[src/rtl/prewish_pkg.sv]
// prewish_pkg: FSM state encodings, the state type and a clog2 helper
// shared by the prewish debounce bank.
package prewish_pkg;

    localparam logic [1:0] IDLE  = 2'b00;
    localparam logic [1:0] HOLD  = 2'b01;
    localparam logic [1:0] SPARE = 2'b10;
    localparam logic [1:0] RESP  = 2'b11;

    typedef enum logic [1:0] {
        S_IDLE  = IDLE,
        S_HOLD  = HOLD,
        S_SPARE = SPARE,
        S_RESP  = RESP
    } state_t;

    // Bits needed to hold values 0..value-1 (never less than one bit).
    function automatic int clog2(input int value);
        int r;
        r = 1;
        while ((1 << r) < value) r++;
        return r;
    endfunction

endpackage

[src/rtl/prewish_db_chan.sv]
// prewish_db_chan: one debounced channel.  Two-flop synchroniser, optional
// polarity inversion, then a tick-qualified counter that only accepts a new
// level after STABLE_CNT consecutive differing samples.
// Build option: PREWISH_DEBOUNCE_EDGE_LATCH_EN adds a sticky press bit that
// sets on every accepted release->press transition and clears on i_clr.
module prewish_db_chan
    import prewish_pkg::*;
#(
    parameter int STABLE_CNT = 4,
    parameter int ACTIVE_LOW = 1
) (
    input  logic CLK_I,
    input  logic RST_I,
    input  logic i_pad,
    input  logic i_tick,
    input  logic i_clr,
    output logic o_db,
    output logic o_sticky
);

    localparam int            CW   = clog2(STABLE_CNT + 1);
    localparam logic [CW-1:0] LAST = CW'(STABLE_CNT - 1);
    localparam logic          INV  = (ACTIVE_LOW != 0);

    logic [1:0]    sync;
    logic [CW-1:0] cnt;
    logic          db;
    logic          s;

    assign s    = sync[1] ^ INV;
    assign o_db = db;

    // Bring the asynchronous pad into the clock domain.
    always_ff @(posedge CLK_I or negedge RST_I) begin
        if (!RST_I) sync <= '0;
        else        sync <= {sync[0], i_pad};
    end

    // Level filter: a differing sample run of STABLE_CNT ticks flips db,
    // any agreeing sample restarts the run.
    always_ff @(posedge CLK_I or negedge RST_I) begin
        if (!RST_I) begin
            cnt <= '0;
            db  <= 1'b0;
        end else if (i_tick) begin
            if (s == db) begin
                cnt <= '0;
            end else if (cnt >= LAST) begin
                db  <= s;
                cnt <= '0;
            end else begin
                cnt <= cnt + CW'(1);
            end
        end
    end

`ifdef PREWISH_DEBOUNCE_EDGE_LATCH_EN
    logic sticky;
    logic rise;

    assign rise     = i_tick && s && !db && (cnt >= LAST);
    assign o_sticky = sticky;

    // Remember presses until read; a press landing on the clear cycle wins.
    always_ff @(posedge CLK_I or negedge RST_I) begin
        if (!RST_I) sticky <= 1'b0;
        else        sticky <= (sticky & ~i_clr) | rise;
    end
`else
    logic unused_clr;
    assign unused_clr = i_clr;
    assign o_sticky   = 1'b0;
`endif

endmodule

[src/rtl/prewish_debounce_bank.sv]
// prewish_debounce_bank: NUM_CH debounced pads served over the STB_I/STB_O
// strobe handshake.  A request captures (masked) state on STB_I rising in
// IDLE; the one-cycle STB_O response follows once STB_I is released.
// Build option: PREWISH_DEBOUNCE_EDGE_LATCH_EN reports latched short presses.
//
//   state | meaning
//   IDLE  | waiting for STB_I; captures DAT_O and toggles o_alive on request
//   HOLD  | request captured, waiting for master to drop STB_I
//   RESP  | STB_O high for this single cycle
//   SPARE | unused encoding, recovers to IDLE
module prewish_debounce_bank
    import prewish_pkg::*;
#(
    parameter int NUM_CH     = 8,
    parameter int TICK_DIV   = 12000,
    parameter int STABLE_CNT = 4,
    parameter int ACTIVE_LOW = 1
) (
    input  logic              CLK_I,
    input  logic              RST_I,
    input  logic [NUM_CH-1:0] iN_pads,
    input  logic              STB_I,
    input  logic [NUM_CH-1:0] DAT_I,
    output logic              STB_O,
    output logic [NUM_CH-1:0] DAT_O,
    output logic              o_alive
);

    localparam int PW = clog2(TICK_DIV);

    logic [PW-1:0]     pre;
    logic              tick;
    logic [NUM_CH-1:0] db;
    logic [NUM_CH-1:0] sticky;
    logic [NUM_CH-1:0] clr;
    logic [NUM_CH-1:0] rd_data;
    logic              capture;
    state_t            state;

    assign tick    = (pre == PW'(TICK_DIV - 1));
    assign capture = (state == S_IDLE) && STB_I;
    assign clr     = {NUM_CH{capture}} & DAT_I;

`ifdef PREWISH_DEBOUNCE_EDGE_LATCH_EN
    assign rd_data = db | sticky;
`else
    logic [NUM_CH-1:0] unused_sticky;
    assign unused_sticky = sticky;
    assign rd_data       = db;
`endif

    // Sample-tick prescaler, wraps every TICK_DIV cycles.
    always_ff @(posedge CLK_I or negedge RST_I) begin
        if (!RST_I)    pre <= '0;
        else if (tick) pre <= '0;
        else           pre <= pre + PW'(1);
    end

    for (genvar g = 0; g < NUM_CH; g++) begin : g_chan
        prewish_db_chan #(
            .STABLE_CNT (STABLE_CNT),
            .ACTIVE_LOW (ACTIVE_LOW)
        ) u_chan (
            .CLK_I    (CLK_I),
            .RST_I    (RST_I),
            .i_pad    (iN_pads[g]),
            .i_tick   (tick),
            .i_clr    (clr[g]),
            .o_db     (db[g]),
            .o_sticky (sticky[g])
        );
    end

    // Request handshake with registered STB_O, DAT_O and o_alive.
    always_ff @(posedge CLK_I or negedge RST_I) begin
        if (!RST_I) begin
            state   <= S_IDLE;
            STB_O   <= 1'b0;
            DAT_O   <= '0;
            o_alive <= 1'b0;
        end else begin
            case (state)
                S_IDLE: begin
                    STB_O <= 1'b0;
                    if (STB_I) begin
                        DAT_O   <= rd_data & DAT_I;
                        o_alive <= ~o_alive;
                        state   <= S_HOLD;
                    end
                end
                S_HOLD: begin
                    if (!STB_I) begin
                        STB_O <= 1'b1;
                        state <= S_RESP;
                    end
                end
                S_RESP: begin
                    STB_O <= 1'b0;
                    state <= S_IDLE;
                end
                default: begin
                    STB_O <= 1'b0;
                    state <= S_IDLE;
                end
            endcase
        end
    end

endmodule

[config.mk]
export PLATFORM = sky130hd
export DESIGN_NAME = prewish_debounce_bank
export DESIGN_NICKNAME = d
export VERILOG_FILES = /design/src/rtl/prewish_pkg.sv /design/src/rtl/prewish_db_chan.sv /design/src/rtl/prewish_debounce_bank.sv
export SDC_FILE = /design/constraint.sdc
export NUM_CORES = 1
export LEC_CHECK = 0
export ABC_AREA = 1
export ABC_CLOCK_PERIOD_IN_PS = 2700
export CORE_MARGIN = 2
export CORE_UTILIZATION = 35
export DETAILED_ROUTE_END_ITERATION = 7
export GPL_TIMING_DRIVEN = 0
export PLACE_DENSITY = 0.63
export SLEW_MARGIN = 25
export SYNTH_ARGS = -nofsm -noshare
export SYNTH_HDL_FRONTEND = slang
export SYNTH_SLANG_ARGS = --single-unit
[constraint.sdc]
create_clock -name CLK_I -period 2.7 [get_ports CLK_I]
set_input_delay 0.675 -clock CLK_I [delete_from_list [all_inputs] [get_ports CLK_I]]
set_output_delay 0.675 -clock CLK_I [all_outputs]
set_load 0.1 [all_outputs]
Word level (Yosys, flattened, before mapping)
Cells that the tools add are included.
{"block": "totals", "regBits": 74, "latchBits": 0, "mem_bits_rw": 0, "mem_bits_ro": 0, "out_inout_bits": 10, "wordCells": 109, "mem_count": 0}
{"block": "op_classes", "n_addsub": 9, "mul": 0, "n_div": 0, "magnitude_cmp": 8, "n_eq_ne": 12, "shifts": 0, "mux": 22, "n_bitwise": 18, "n_reduce_logical": 11}
{"cell": "$mux 3", "count": 16}
{"cell": "$add 3x1->3 const B", "count": 8}
{"cell": "$ge 3x2->1 const B", "count": 8}
{"cell": "$reduce_and 3->1", "count": 8}
{"cell": "$not 1->1", "count": 17}
{"cell": "$add 14x1->14 const B", "count": 1}
{"cell": "$eq 14x14->1 const B", "count": 1}
{"cell": "$mux 14", "count": 1}
{"cell": "$and 8x8->8", "count": 1}
{"cell": "$eq 1x1->1", "count": 8}
{"cell": "$mux 2", "count": 2}
{"cell": "$ne 2x2->1 const B", "count": 2}
{"cell": "$pmux 2 s2", "count": 1}
{"cell": "$reduce_and 2->1", "count": 2}
{"cell": "$eq 2x1->1 const B", "count": 1}
{"cell": "$logic_not 2->1", "count": 1}
{"cell": "$mux 1", "count": 2}

Logic depth before layout (Yosys ltp)
Gate-level depths: netlist of the first run.
{"block": "logic_depth", "ltp_word": 4, "ltp_mapped": 9, "ltp_nobuf": 9}

Cells and area by module
From an unflattened synthesis of the first run, not the netlist that was laid out.
{"block": "hier_totals", "cells_unflattened": 412, "hier_area_um2": 3545.9}
{"module": "prewish_db_chan", "n_inst": 8, "cells_per_inst": 32, "area_each_um2": 280.3}
{"module": "prewish_debounce_bank", "n_inst": 1, "cells_per_inst": 156, "area_each_um2": 1303.8}

Worst setup path before layout of the first run
Ideal clock, no wire load.
{"block": "synth_path", "path_type": "register to output", "from": "register o_alive", "to": "output port o_alive", "arrival_ns": 0.911, "path_slack_ns": 1.114, "stages_incl_launch_ff": 1, "cell_sequence": "dfrtp_1"}
{"item": "start: declaration", "line": "prewish_debounce_bank.sv:26", "text": "output logic o_alive"}
{"item": "start signal: assignment", "line": "prewish_debounce_bank.sv:87", "text": "o_alive <= ~o_alive;"}
No word-level cell between the ends.

Worst setup path after layout of the first run
{"block": "layout_path", "from": "register DAT_O[5]", "to": "output port DAT_O[5]"}
{"item": "start: declaration", "line": "prewish_debounce_bank.sv:25", "text": "output logic [NUM_CH-1:0] DAT_O,"}
{"item": "start signal: assignment", "line": "prewish_debounce_bank.sv:86", "text": "DAT_O <= rd_data & DAT_I;"}
No word-level cell between the ends.

==> results.md, run 1 <==
- Routed Antenna Nets: 0
- Vias in the first global route: 2,899
- Share of layout cells above drive strength 1: 9.35%
- CTS Buf Count: 9
- GP Congestion: 0.797
- Synthesized area per cell: 8.22 um2
- Maximum VDD drop: 0.000384 V
- Syn_nets: 484
- DR vias: 2,881
- Synth cell types: 25
- Core Area: 10,300 um2
- Max-slew violations: 0
- Hold_buf cts: 0
- Final Core Density: 42.2%
- Final Hold Violating Endpoints: 0
- Gr ovfl total: 0
- FF+latch count, synth: 74
- Port Buffers: 28
- Largest net degree at the start of global routing: 40
- Setup bufs post-CTS: 0
- Tmin final: 2.52 ns
- Initial cell density of the core: 35.9%
- Via/cell ratio: 4.59
- Skew-Pair Late Insertion Delay: 0.34 ns
- WP buf/inv: 1
- Setup repair after global routing missed its margin: false
- Slowest cell on the critical path: clkdlybuf4s50_1
- Crit path DAT: 1.85 ns
- LEAKAGE: 0.00219 uW
- CP delay by family, top: buffers and inverters
- Slew @ Worst Pin: 0.969 ns
- Root Buffer: clkbuf_8
- Die Area: 11,400 um2
- Mapped Cells: 448
- HP Class: in2async
- Pre-CTS setup slack: 0.397 ns
- First-pass GRT wire length: 12.7 mm
- Final nets: 524
- Routed len/inst: 11.3 um
- CTS tree: built
- Worst-path fanout max: 2
- Multi-input logic area: 1560 um2
- Achievable clock frequency: 0.397 GHz
- DRT iter0 DRCs: 191
- DIE HEIGHT: 107 um
- Area grow syn2layout: 17.8%
- Io pins: 29
- Slowest stage delay, CP: 1.14 ns
- DRC Markers: 0
- Commonest cells after routing, fill and taps aside: 150 x nand2_1, 74 x dfrtp_1, 56 x nor2_1
- Worst path required time: 2.03 ns
- DIE WIDTH: 107 um
- PostCTS Resize Cnt: 0
- Final Skew: 0.00907 ns
- Worst setup margin: 0.178 ns
- Power density over cell area: 513 nW/um2
- Final period utilization: 93.4%
- Synthesis warning total: 0
- Clk slew on worst S/H paths: 0.08 ns
- Run status: complete, no violations
- CTS max path bufs: 2
- Worst setup SP type: register
- DRT Wirelength: 7.09 mm
- Post-DP HPWL: 5.01 mm
- Critical path, cell by cell: clkdlybuf4s50_1
- Setup CP Type: reg2out
- Worst slew margin: 35.2%
- First drt pass iteration count: 4
- Mapped cell area: 3680 um2
- CTS H-tree depth: 3
- Diode count: 0
- Register area: 1850 um2
- Core Rows: 37
- Final setup fails: 0
- Most common cell after layout, fill and taps aside: nand2_1
- Initial antenna violation count: 0
- Seq/Total Area, Yosys: 50.3%
- Max Cap Viol: 0
- GR Util All Layers: 13.9%
- Clock Sinks: 74
- CP Capture Type: output pin
- Layout fillers: 1,041
==> worst paths after layout <==
check	startpoint	to	depth (start not counted)	slack, ns
worst max register to register	pre[0]	g_chan[3].u_chan.o_db	7	0.97
max in group asynchronous	RST_I	pre[6]	2	1.82
min in group CLK_I	g_chan[2].u_chan.sync[0]	g_chan[2].u_chan.sync[1]	0	0.35
worst max-delay path	DAT_O[5]	DAT_O[5]	1	0.18
worst min-delay path	RST_I	DAT_O[5]	1	0.30
worst min register to register	g_chan[2].u_chan.sync[0]	g_chan[2].u_chan.sync[1]	0	0.35
==> worst reg2reg max path, cell delays in order (launching register included) <==
cell and delay [ns]:
dfrtp_1 0.37, ha_1 0.21, nand2_1 0.10, nor2_1 0.16, nand3_1 0.11, nor2_2 0.46, nand3_1 0.15, nand2_1 0.10
==> metrics by stage <==
stage          power [uW]  instance area (um2)  instances  hold WS [ns]  setup TNS (ns)
2_1_floorplan        1310                 3680        448         0.331               0
3_3_place_gp         1400                 4140        612         0.332         -125.72
3_5_place_dp         1410                 4150        613         0.336               0
4_1_cts              2260                 4340        628         0.309               0
5_1_grt              2330                 4340        628         0.333               0
6_report             2220                 4340        628         0.301               0
==> cells by family after synthesis <==
kind of cell	Yosys count	share of synthesized area [%]
simple gates	258	29.4
fa+ha+maj	17	5.77
xor+xnor	5	1.19
compound gates	31	6.01
buf+inv	63	7.33
flops	74	50.3
==> layout make-up <==
class	count	area share, %
plain buffers	6	1.30
clock buffers	13	3.43
clock inverters	2	0.865
inverters	57	4.93
multi-input cells	311	36.0
flip-flops and latches	74	42.7
well taps	136	3.92
repair buffers	29	6.86
==> report_power, final <==
group | total (uW) | switching [uW] | internal [uW]
registers | 1160 | 16.1 | 1140
clock network | 839 | 390 | 449
logic | 229 | 166 | 63.8
==> flip-flops by register name, summed over array words and instances, names as in the netlist <==
name                count
o_alive                 1
STB_O                   1
state                   2
g_chan.u_chan.cnt      24
g_chan.u_chan.sync     16
DAT_O                   8
g_chan.u_chan.o_db      8
pre                    14
==> synthesized netlist by cell type, drive strengths merged <==
| cell | instances | share of area (%) |
|---|---|---|
| nand2 | 153 | 16 |
| dfrtp | 74 | 50 |
| nor2 | 62 | 7.2 |
| inv | 56 | 5.7 |
| nand3 | 29 | 3.9 |
| o21ai | 27 | 5.4 |
| ha | 17 | 5.8 |
| nand4 | 11 | 1.9 |
| buf | 5 | 1.4 |
| xor2 | 4 | 0.95 |
| a21oi | 3 | 0.41 |
| nor3 | 2 | 0.27 |
| clkbuf | 1 | 0.10 |
| clkinv | 1 | 0.10 |
| nand3b | 1 | 0.20 |
| o21bai | 1 | 0.20 |
| xnor2 | 1 | 0.24 |
==> metal layers <==
layer	track usage [%]	vias to the layer above	part of all wire [%]
li1	-	1478	-
met1	17.2	1355	47
met2	24.1	36	48
met3	3.04	12	3.1
met4	4.45	0	1.6
met5	0	-	0
(Power assumes the default switching activity.)
==> inputs of run 2 (changes only) <==
--- a/config.mk
+++ b/config.mk
@@ -7,12 +7,13 @@
 export LEC_CHECK = 0
 export ABC_AREA = 1
 export ABC_CLOCK_PERIOD_IN_PS = 2700
+export CAP_MARGIN = 20
 export CORE_MARGIN = 2
 export CORE_UTILIZATION = 35
 export DETAILED_ROUTE_END_ITERATION = 7
 export GPL_TIMING_DRIVEN = 0
 export PLACE_DENSITY = 0.63
-export SLEW_MARGIN = 25
+export SLEW_MARGIN = 15
 export SYNTH_ARGS = -nofsm -noshare
 export SYNTH_HDL_FRONTEND = slang
 export SYNTH_SLANG_ARGS = --single-unit
==> results.md, run 2 (synthesis gave the netlist of run 1 again) <==
- Crit path DAT: 1.85 ns
- Final setup fails: 0
- Register area: 1850 um2
- Run status: complete, no violations
- DRT Wirelength: 7.17 mm
- First-pass GRT wire length: 12.5 mm
- Gr ovfl total: 0
- Worst setup SP type: register
- Commonest cells after routing, fill and taps aside: 150 x nand2_1, 74 x dfrtp_1, 56 x nor2_1
- Power density over cell area: 502 nW/um2
- GR Util All Layers: 13.8%
- Top Registers: g_chan.u_chan.cnt x24, g_chan.u_chan.sync x16, pre x14
- Clk slew on worst S/H paths: 0.08 ns
- Max Cap Viol: 0
- Final Skew: 0.0102 ns
- Clock Sinks: 74
- WP buf/inv: 1
- Crit path depth: 1
- Slowest cell on the critical path: clkdlybuf4s50_1
- Post-DP HPWL: 4.98 mm
- Diode count: 0
- Routed Antenna Nets: 0
- Final period utilization: 93.4%
- Initial cell density of the core: 35.9%
- First drt pass iteration count: 4
- Setup repair after global routing missed its margin: false
- Setup CP Type: reg2out
- DR vias: 2,877
- Slowest stage delay, CP: 1.13 ns
- Final nets: 524
- Reg-to-reg setup timing slack: 1.00 ns
- Setup bufs post-CTS: 0
- Maximum VDD drop: 0.000362 V
- LEAKAGE: 0.00220 uW
- CTS tree: built
- CTS H-tree depth: 3
- Worst setup margin: 0.179 ns
- Cell Count, Final, Fillers Out: 629
- Die Area: 11,400 um2
- DIE HEIGHT: 107 um
- PostCTS Resize Cnt: 0
- Multi-input logic area: 1560 um2
- CTS max path bufs: 2
- Share of layout cells above drive strength 1: 9.94%
- Hold_buf cts: 0
- Worst slew margin: 34.9%
- Reg2Reg Launch Point: pre[0]
- Area grow syn2layout: 17.8%
- Worst reg2reg endpoint: g_chan[3].u_chan.o_db
- Worst-path fanout max: 2
- DRT iter0 DRCs: 130
- Achievable clock frequency: 0.397 GHz
- Most flops, register: g_chan.u_chan.cnt
- DP Cell Count: 613
- Final Hold Violating Endpoints: 0
- Via/cell ratio: 4.57
- Vias in the first global route: 2,884
- Core Area: 10,300 um2
- Largest net degree at the start of global routing: 59
- GP Congestion: 0.797
- Critical path, cell by cell: clkdlybuf4s50_1
- CP delay by family, top: buffers and inverters
- Most common cell after layout, fill and taps aside: nand2_1
- Max-slew violations: 0
- HP Class: in2async
- CTS Buf Count: 9
- Slew @ Worst Pin: 0.974 ns
- Port Buffers: 28
- Core Rows: 37
- Pre-CTS setup slack: 0.392 ns
- Io pins: 29
- Routed len/inst: 11.4 um
- Skew-Pair Late Insertion Delay: 0.34 ns
- Initial antenna violation count: 0
- CP Capture Type: output pin
- FF-to-FF path depth: 7
- Max FFs per register: 24
- DIE WIDTH: 107 um
- Root Buffer: clkbuf_8
- Tmin final: 2.52 ns
- Worst path required time: 2.03 ns
- Layout fillers: 1,044
- DRC Markers: 0
-- run 2: cell count changes in the layout (fill, tap and decap cells not counted), sizes merged --
| cell | previous run | this run |
|---|---|---|
| bufinv | 1 | 0 |
| clkbuf | 14 | 13 |
| clkinv | 1 | 4 |
-- run 2: per-layer routing --
metal  share of wire [%]  vias up  global-route usage [%]
li1                    -     1481                       -
met1                  48     1345                    16.5
met2                  48       41                    24.7
met3                 3.2       10                    2.86
met4                 1.4        0                    4.73
met5                   0        -                       0
-- run 2: metrics by stage --
step	power (uW)	area (um2)	util [%]	hold WS, ns	setup TNS [ns]
floorplan	1310	3680	-	0.331	0
global placement	1400	4140	40.2	0.332	-125.72
finish	2180	4340	42.2	0.187	0
CTS	2220	4340	42.2	0.179	0
global route	2280	4340	42.2	0.182	0
detailed placement	1410	4160	40.5	0.335	0
-- run 2: how the worst max path moves through the flow --
stage	from	to	slack (ns)
6_report	o_alive	o_alive	0.18
3_3_place_gp	RST_I	pre[0]	-1.70
4_1_cts	o_alive	o_alive	0.16
5_1_grt	DAT_O[4]	DAT_O[4]	0.12
2_1_floorplan	o_alive	o_alive	1.11
3_5_place_dp	STB_I	DAT_O[4]	0.39
-- run 2: power breakdown --
part           internal, uW  switching (uW)  leakage (uW)
sequential             1140            16.8      0.000974
clock                   383             408     0.0000924
combinational          65.0             166       0.00113
-- run 2: area by class of cell --
class | instances | share of cell area [%]
Buffer | 6 | 1.30
Clock buffer | 12 | 3.57
Clock inverter | 4 | 0.605
Inverter | 57 | 4.93
Multi-Input combinational cell | 311 | 36.0
Sequential cell | 74 | 42.7
Tap cell | 136 | 3.92
Timing Repair Buffer | 29 | 7.03
-- run 2: worst reg2reg max path: stages (launching register included) --
cell     delay, ns
dfrtp_1       0.38
ha_1          0.21
nand2_1       0.10
nor2_1        0.15
nand3_1       0.11
nor2_2        0.44
nand3_1       0.15
nand2_1       0.10
